### src/rtl/mio_pkg.sv
// Shared definitions for the MMIO bus controller: I/O register offsets and FSM states.
package mio_pkg;

  localparam int unsigned OFF_W = 8;

  localparam logic [OFF_W-1:0] OFF_SW     = 8'h04;
  localparam logic [OFF_W-1:0] OFF_SW_CHG = 8'h08;
  localparam logic [OFF_W-1:0] OFF_SEG7   = 8'h0C;
  localparam logic [OFF_W-1:0] OFF_LED    = 8'h10;
  localparam logic [OFF_W-1:0] OFF_CYCLES = 8'h14;

  typedef enum logic {
    IDLE,
    RESP
  } state_t;

endpackage

### src/rtl/sw_sync_edge.sv
// Switch input synchroniser with sticky per-bit change flags (write-1-to-clear, set wins).
module sw_sync_edge #(
  parameter int unsigned SW_W        = 16,
  parameter int unsigned SYNC_STAGES = 2
) (
  input  logic            clk,
  input  logic            rst,
  input  logic [SW_W-1:0] sw_i,
  input  logic            clr_en,
  input  logic [SW_W-1:0] clr_mask,
  output logic [SW_W-1:0] sw_sync,
  output logic [SW_W-1:0] sw_chg
);

  logic [SYNC_STAGES-1:0][SW_W-1:0] chain_q;
  logic [SW_W-1:0]                  sw_dly_q;
  logic [SW_W-1:0]                  clr_c;

  assign sw_sync = chain_q[SYNC_STAGES-1];
  assign clr_c   = clr_en ? clr_mask : '0;

  // Stage 0 samples the raw input; sw_dly_q trails sw_sync by one cycle for edge detection.
  always_ff @(posedge clk) begin
    if (rst) begin
      chain_q  <= '0;
      sw_dly_q <= '0;
      sw_chg   <= '0;
    end else begin
      chain_q  <= {chain_q[SYNC_STAGES-2:0], sw_i};
      sw_dly_q <= sw_sync;
      sw_chg   <= (sw_chg & ~clr_c) | (sw_sync ^ sw_dly_q);
    end
  end

endmodule

### src/rtl/mio_bus_ctrl.sv
// CPU data-port bus controller: routes accesses to the data RAM or the on-board I/O window
// with a two-cycle req/ready handshake.
module mio_bus_ctrl
  import mio_pkg::*;
#(
  parameter int unsigned RAM_AW      = 7,
  parameter int unsigned SW_W        = 16,
  parameter int unsigned LED_W       = 16,
  parameter logic [31:0] IO_BASE     = 32'hFFFF0000,
  parameter int unsigned SYNC_STAGES = 2
) (
  input  logic              clk,
  input  logic              rst,
  input  logic              cpu_req,
  input  logic              cpu_we,
  input  logic [31:0]       cpu_addr,
  input  logic [31:0]       cpu_wdata,
  input  logic [3:0]        cpu_amp,
  output logic [31:0]       cpu_rdata,
  output logic              cpu_ready,
  output logic              bus_err,
  input  logic [SW_W-1:0]   sw_i,
  output logic [RAM_AW-1:0] ram_addr,
  output logic [31:0]       ram_wdata,
  output logic              ram_we,
  output logic [3:0]        ram_amp,
  input  logic [31:0]       ram_rdata,
  output logic [31:0]       seg7_data,
  output logic              seg7_we,
  output logic [LED_W-1:0]  led_o
);

  state_t state_q, state_d;

  logic             accept;
  logic             is_io;
  logic             io_wr;
  logic             io_hit;
  logic [OFF_W-1:0] offset;
  logic [31:0]      io_val;

  logic             is_io_q, we_q, err_q, seg7_wr_q;
  logic [31:0]      io_rdata_q;
  logic [31:0]      cycles_q;

  logic [SW_W-1:0]  sw_sync, sw_chg;

  assign is_io  = (cpu_addr[31:8] == IO_BASE[31:8]);
  assign offset = cpu_addr[OFF_W-1:0];
  assign io_wr  = accept && is_io && cpu_we;

  sw_sync_edge #(
    .SW_W        (SW_W),
    .SYNC_STAGES (SYNC_STAGES)
  ) u_sw_sync_edge (
    .clk      (clk),
    .rst      (rst),
    .sw_i     (sw_i),
    .clr_en   (io_wr && (offset == OFF_SW_CHG)),
    .clr_mask (cpu_wdata[SW_W-1:0]),
    .sw_sync  (sw_sync),
    .sw_chg   (sw_chg)
  );

  always_ff @(posedge clk) begin
    if (rst) state_q <= IDLE;
    else     state_q <= state_d;
  end

  // Handshake, RAM strobes and response mux; a reset during RESP suppresses the response.
  always_comb begin
    state_d   = state_q;
    accept    = 1'b0;
    ram_addr  = '0;
    ram_wdata = '0;
    ram_we    = 1'b0;
    ram_amp   = '0;
    cpu_ready = 1'b0;
    bus_err   = 1'b0;
    seg7_we   = 1'b0;
    cpu_rdata = '0;
    case (state_q)
      IDLE: begin
        if (cpu_req && !rst) begin
          state_d = RESP;
          accept  = 1'b1;
          if (!is_io) begin
            ram_addr  = cpu_addr[RAM_AW+1:2];
            ram_wdata = cpu_wdata;
            ram_we    = cpu_we;
            ram_amp   = cpu_amp;
          end
        end
      end
      RESP: begin
        state_d = IDLE;
        if (!rst) begin
          cpu_ready = 1'b1;
          bus_err   = err_q;
          seg7_we   = seg7_wr_q;
          cpu_rdata = is_io_q ? io_rdata_q : (we_q ? '0 : ram_rdata);
        end
      end
      default: state_d = IDLE;
    endcase
  end

  always_comb begin
    io_val = '0;
    io_hit = 1'b1;
    case (offset)
      OFF_SW:     io_val = 32'(sw_sync);
      OFF_SW_CHG: io_val = 32'(sw_chg);
      OFF_SEG7:   io_val = seg7_data;
      OFF_LED:    io_val = 32'(led_o);
      OFF_CYCLES: io_val = cycles_q;
      default:    io_hit = 1'b0;
    endcase
  end

  // Request attributes, I/O read data and I/O register writes all land on the accept edge.
  always_ff @(posedge clk) begin
    if (rst) begin
      is_io_q    <= 1'b0;
      we_q       <= 1'b0;
      err_q      <= 1'b0;
      seg7_wr_q  <= 1'b0;
      io_rdata_q <= '0;
      cycles_q   <= '0;
      seg7_data  <= '0;
      led_o      <= '0;
    end else begin
      cycles_q <= (io_wr && (offset == OFF_CYCLES)) ? cpu_wdata : cycles_q + 32'd1;
      if (accept) begin
        is_io_q    <= is_io;
        we_q       <= cpu_we;
        err_q      <= is_io && !io_hit;
        seg7_wr_q  <= io_wr && (offset == OFF_SEG7);
        io_rdata_q <= (is_io && !cpu_we) ? io_val : '0;
      end
      if (io_wr && (offset == OFF_SEG7)) seg7_data <= cpu_wdata;
      if (io_wr && (offset == OFF_LED))  led_o     <= cpu_wdata[LED_W-1:0];
    end
  end

endmodule

### config.mk
export PLATFORM = sky130hd
export DESIGN_NAME = mio_bus_ctrl
export DESIGN_NICKNAME = d
export VERILOG_FILES = /design/src/rtl/mio_pkg.sv /design/src/rtl/sw_sync_edge.sv /design/src/rtl/mio_bus_ctrl.sv
export SDC_FILE = /design/constraint.sdc
export NUM_CORES = 1
export LEC_CHECK = 0
export ABC_AREA = 1
export CORE_MARGIN = 2
export CORE_UTILIZATION = 29
export DETAILED_ROUTE_END_ITERATION = 8
export RECOVER_POWER = 100
export SLEW_MARGIN = 20
export SYNTH_ARGS = -nofsm -noshare
export SYNTH_HDL_FRONTEND = slang
export SYNTH_HIERARCHICAL = 1
export SYNTH_SLANG_ARGS = --single-unit
### constraint.sdc
create_clock -name clk -period 2 [get_ports clk]
set_clock_uncertainty 0.1 [all_clocks]
set_input_delay 0.4 -clock clk [delete_from_list [all_inputs] [get_ports clk]]
set_output_delay 0.4 -clock clk [all_outputs]
set_load 0.05 [all_outputs]
==> results.toml <==
[synth]
ys_ff_latch = 181
ys_seq_area_share_pct = 37.6
syn_inst = 1560
syn_avg_cell_area_um2 = 6.18
syn_area_um2 = 9640
synth_top_family_by_area = "simple AND/OR/NAND/NOR gates"
syn_nets = 1681
yosys.area_share.simple_pct = 39.3
yosys.area_share.xor_xnor_pct = 2.18
synth.area.mux_share_pct = 0
synthAdderAreaFrac_pct = 0.130
ys_warn_count = 6
synth_cell_types = 30
synth_compound_area_share_pct = 7.55

[placement]
place_congestion = 0.868
dp_hpwl_um = 27100
dp_cells = 2267
port_buffers = 246
dp_slack_ns = -0.467

[power_and_ir_drop]
p_per_area_nw_per_um2 = 555
power.leakage_nw = 6.72
vdd_drop_max_v = 0.000670

[routing]
dr_total_vias = 10400
met1Wirelength_um = 15200
ant_nets = 0
drtIter0Drc = 590
drcViolationCount = 0
wirelength_um = 35900
wl_per_cell_um = 15.5
route.met3.wl_um = 2180
vias_per_cell = 4.50
drt-pass1-iter-count = 5
wl_met2_um = 17200
dr.max_layer_used = "met4"

[global_routing]
grt_max_degree = 101
grt_pass1_vias = 10100
grt_pass1_wl_um = 55300
overflow = 0
antenna_found_initial = 0
grtUsageTotal_pct = 20.2

[timing]
slew_violations = 0
max_clock_freq_mhz = 481
finalHoldViolCount = 0
relSlewSlack_pct = 67.3
setup_slack_ns = -0.0802
tightestPinTransition_ns = 0.491
setup_viol = 74
rsz0062_at_grt = "yes"
post-route-period-util_pct = 104
min_period_ns = 2.08

[clock_tree]
clkTransAtPathRegs_ns = 0.07
cts.sinks = 181
htreeDepth = 4
cts_tree = "built"
cts_root_buffer = "clkbuf_16"
clockBufferDepth = 2
clk_latency_ns = 0.43
numCtsBuffers = 17

[finish]
final_common_cell = "nand2_1"
final_layout_size_suffix_gt1_share_pct = 25.5
final_cell_mix = "nand2_1 (429), nor2_1 (284), inv_1 (190)"
fin_nets = 1980
n_antenna_cell = 0
seq_area_um2 = 3630
multiInputGateArea_um2 = 5600
fill_cells = 3282
layoutNonFillerInstCount = 2314
synthToLayoutAreaGrowth_pct = 57.0

[setup_path]
cp.arrival_ns = 1.58
crit_path_end_kind = "primary output"
timing.rr.end = "seg7_data[15]"
startpoint_type = "flip-flop"
reg2reg_slack_ns = 0.09
criticalPathCategory = "reg -> out"
reg2reg_from = "state_q"
worstRegToRegCells = 11
crit_required_ns = 1.50
path_max_fanout = 16

[status]
violations = "negative setup slack"
status = "finished with violations"

[die]
initial_core_util_pct = 29.6
rows = 66
io_pins = 247
core_area_um2 = 32600
die_area_um2 = 34700
dieHeight_um = 186
die_w_um = 186

[hold_path]
min_to = "u_sw_sync_edge/sw_sync[6]"
hold_class = "reg -> reg"
hold_depth = 2
worstHoldStart = "u_sw_sync_edge/chain_q[6]"

[job]
maxCapViolCount = 0
==> report_power, final <==
part           leakage (nW)  switching [mW]  total [mW]  internal (mW)
clock network         0.293            1.63        3.40           1.76
registers              1.47          0.0392        3.71           3.67
logic                  4.96           0.708        1.29          0.586
total                  6.72            2.38        8.40           6.02
==> through the flow <==
stage	hold WS, ns	utilization, %	setup TNS, ns	total power [mW]	cell area [um^2]
3_5_place_dp	0.296	42.4	-65.65	5.00	13800
2_1_floorplan	0.288	-	-0.0303	4.41	10400
4_1_cts	0.307	46.0	-5.80	8.45	15000
3_3_place_gp	0.291	42.4	-61.71	4.99	13800
6_report	0.303	46.4	-4.00	8.40	15100
5_1_grt	0.321	46.4	-10.16	8.71	15100
==> registers in the layout, summed over array words and instances (netlist names) <==
signal	count
cycles_q	32
io_rdata_q	32
seg7_data	32
led_o	16
u_sw_sync_edge/chain_q	16
u_sw_sync_edge/sw_chg	16
u_sw_sync_edge/sw_dly_q	16
u_sw_sync_edge/sw_sync	16
err_q	1
is_io_q	1
seg7_wr_q	1
state_q	1
we_q	1
==> cells in the mapped netlist <==
master / n / area share, %
a21oi_2: 10 / 0.91
a22oi_1: 32 / 2.5
buf_6: 8 / 0.93
nor2_1: 351 / 14
nor4_1: 1 / 0.065
buf_2: 22 / 1.1
a21oi_1: 42 / 2.2
nand4_1: 5 / 0.32
inv_2: 8 / 0.31
nand4_2: 1 / 0.13
dfxtp_1: 181 / 38
o22ai_1: 16 / 1.0
o21ai_0: 18 / 0.93
nand2_2: 20 / 1.3
clkbuf_1: 38 / 1.5
nor2b_1: 1 / 0.065
nor3_1: 23 / 1.2
nor2_4: 4 / 0.47
nor2_2: 5 / 0.32
ha_1: 1 / 0.13
xnor2_1: 5 / 0.45
buf_4: 18 / 1.4
xor2_1: 19 / 1.7
nand3_1: 77 / 4.0
buf_12: 1 / 0.21
clkinv_1: 5 / 0.19
nand2_1: 450 / 18
nand2_4: 2 / 0.23
inv_1: 192 / 7.5
buf_1: 4 / 0.16
==> final cells by class <==
type | instances | share of cell area, %
Clock buffer | 20 | 3.08
Clock inverter | 12 | 0.843
Sequential cell | 181 | 23.9
Tap cell | 442 | 3.65
Inverter | 205 | 5.20
Multi-Input combinational cell | 1083 | 37.0
Timing Repair Buffer | 371 | 26.3
==> timing repair <==
item,CTS,global route
resized for setup,198,45
setup buffers,9,2
hold buffers,0,0
pin swaps,33,8
cloned,6,2
endpoints found under the setup margin,76,155
hold endpoints to repair,0,0
==> cells by family after synthesis <==
logic type	Yosys count
simple gates	940
buf+inv	296
flops	181
compound gates	118
xor+xnor	24
fa+ha+maj	1
==> routing by layer <==
metal	global-route usage [%]	vias up
met4	7.20	0
met5	0	-
met3	4.27	48
li1	-	5319
met1	25.2	4740
met2	34.5	310
==> worst max-delay path by stage <==
| stage | startpoint | depth (start not counted) | slack, ns | to |
|---|---|---|---|---|
| after global placement | cpu_addr[25] | 10 | -0.45 | ram_wdata[4] |
| after floorplan | cpu_addr[17] | 8 | -0.02 | ram_wdata[11] |
| after CTS | state_q | 7 | -0.11 | cpu_rdata[31] |
| final | state_q | 7 | -0.08 | ram_wdata[20] |
| after detailed placement | cpu_addr[25] | 10 | -0.47 | ram_wdata[20] |
| after global routing | state_q | 5 | -0.17 | ram_wdata[18] |
==> critical path: stages (launching register included) <==
cell      delay (ns)
dfxtp_2         0.32
inv_2           0.07
nand3_4         0.12
clkinv_4        0.11
buf_12          0.14
nand2_1         0.10
nor2_4          0.12
buf_6           0.16
Power figures use the tool's default switching activity.
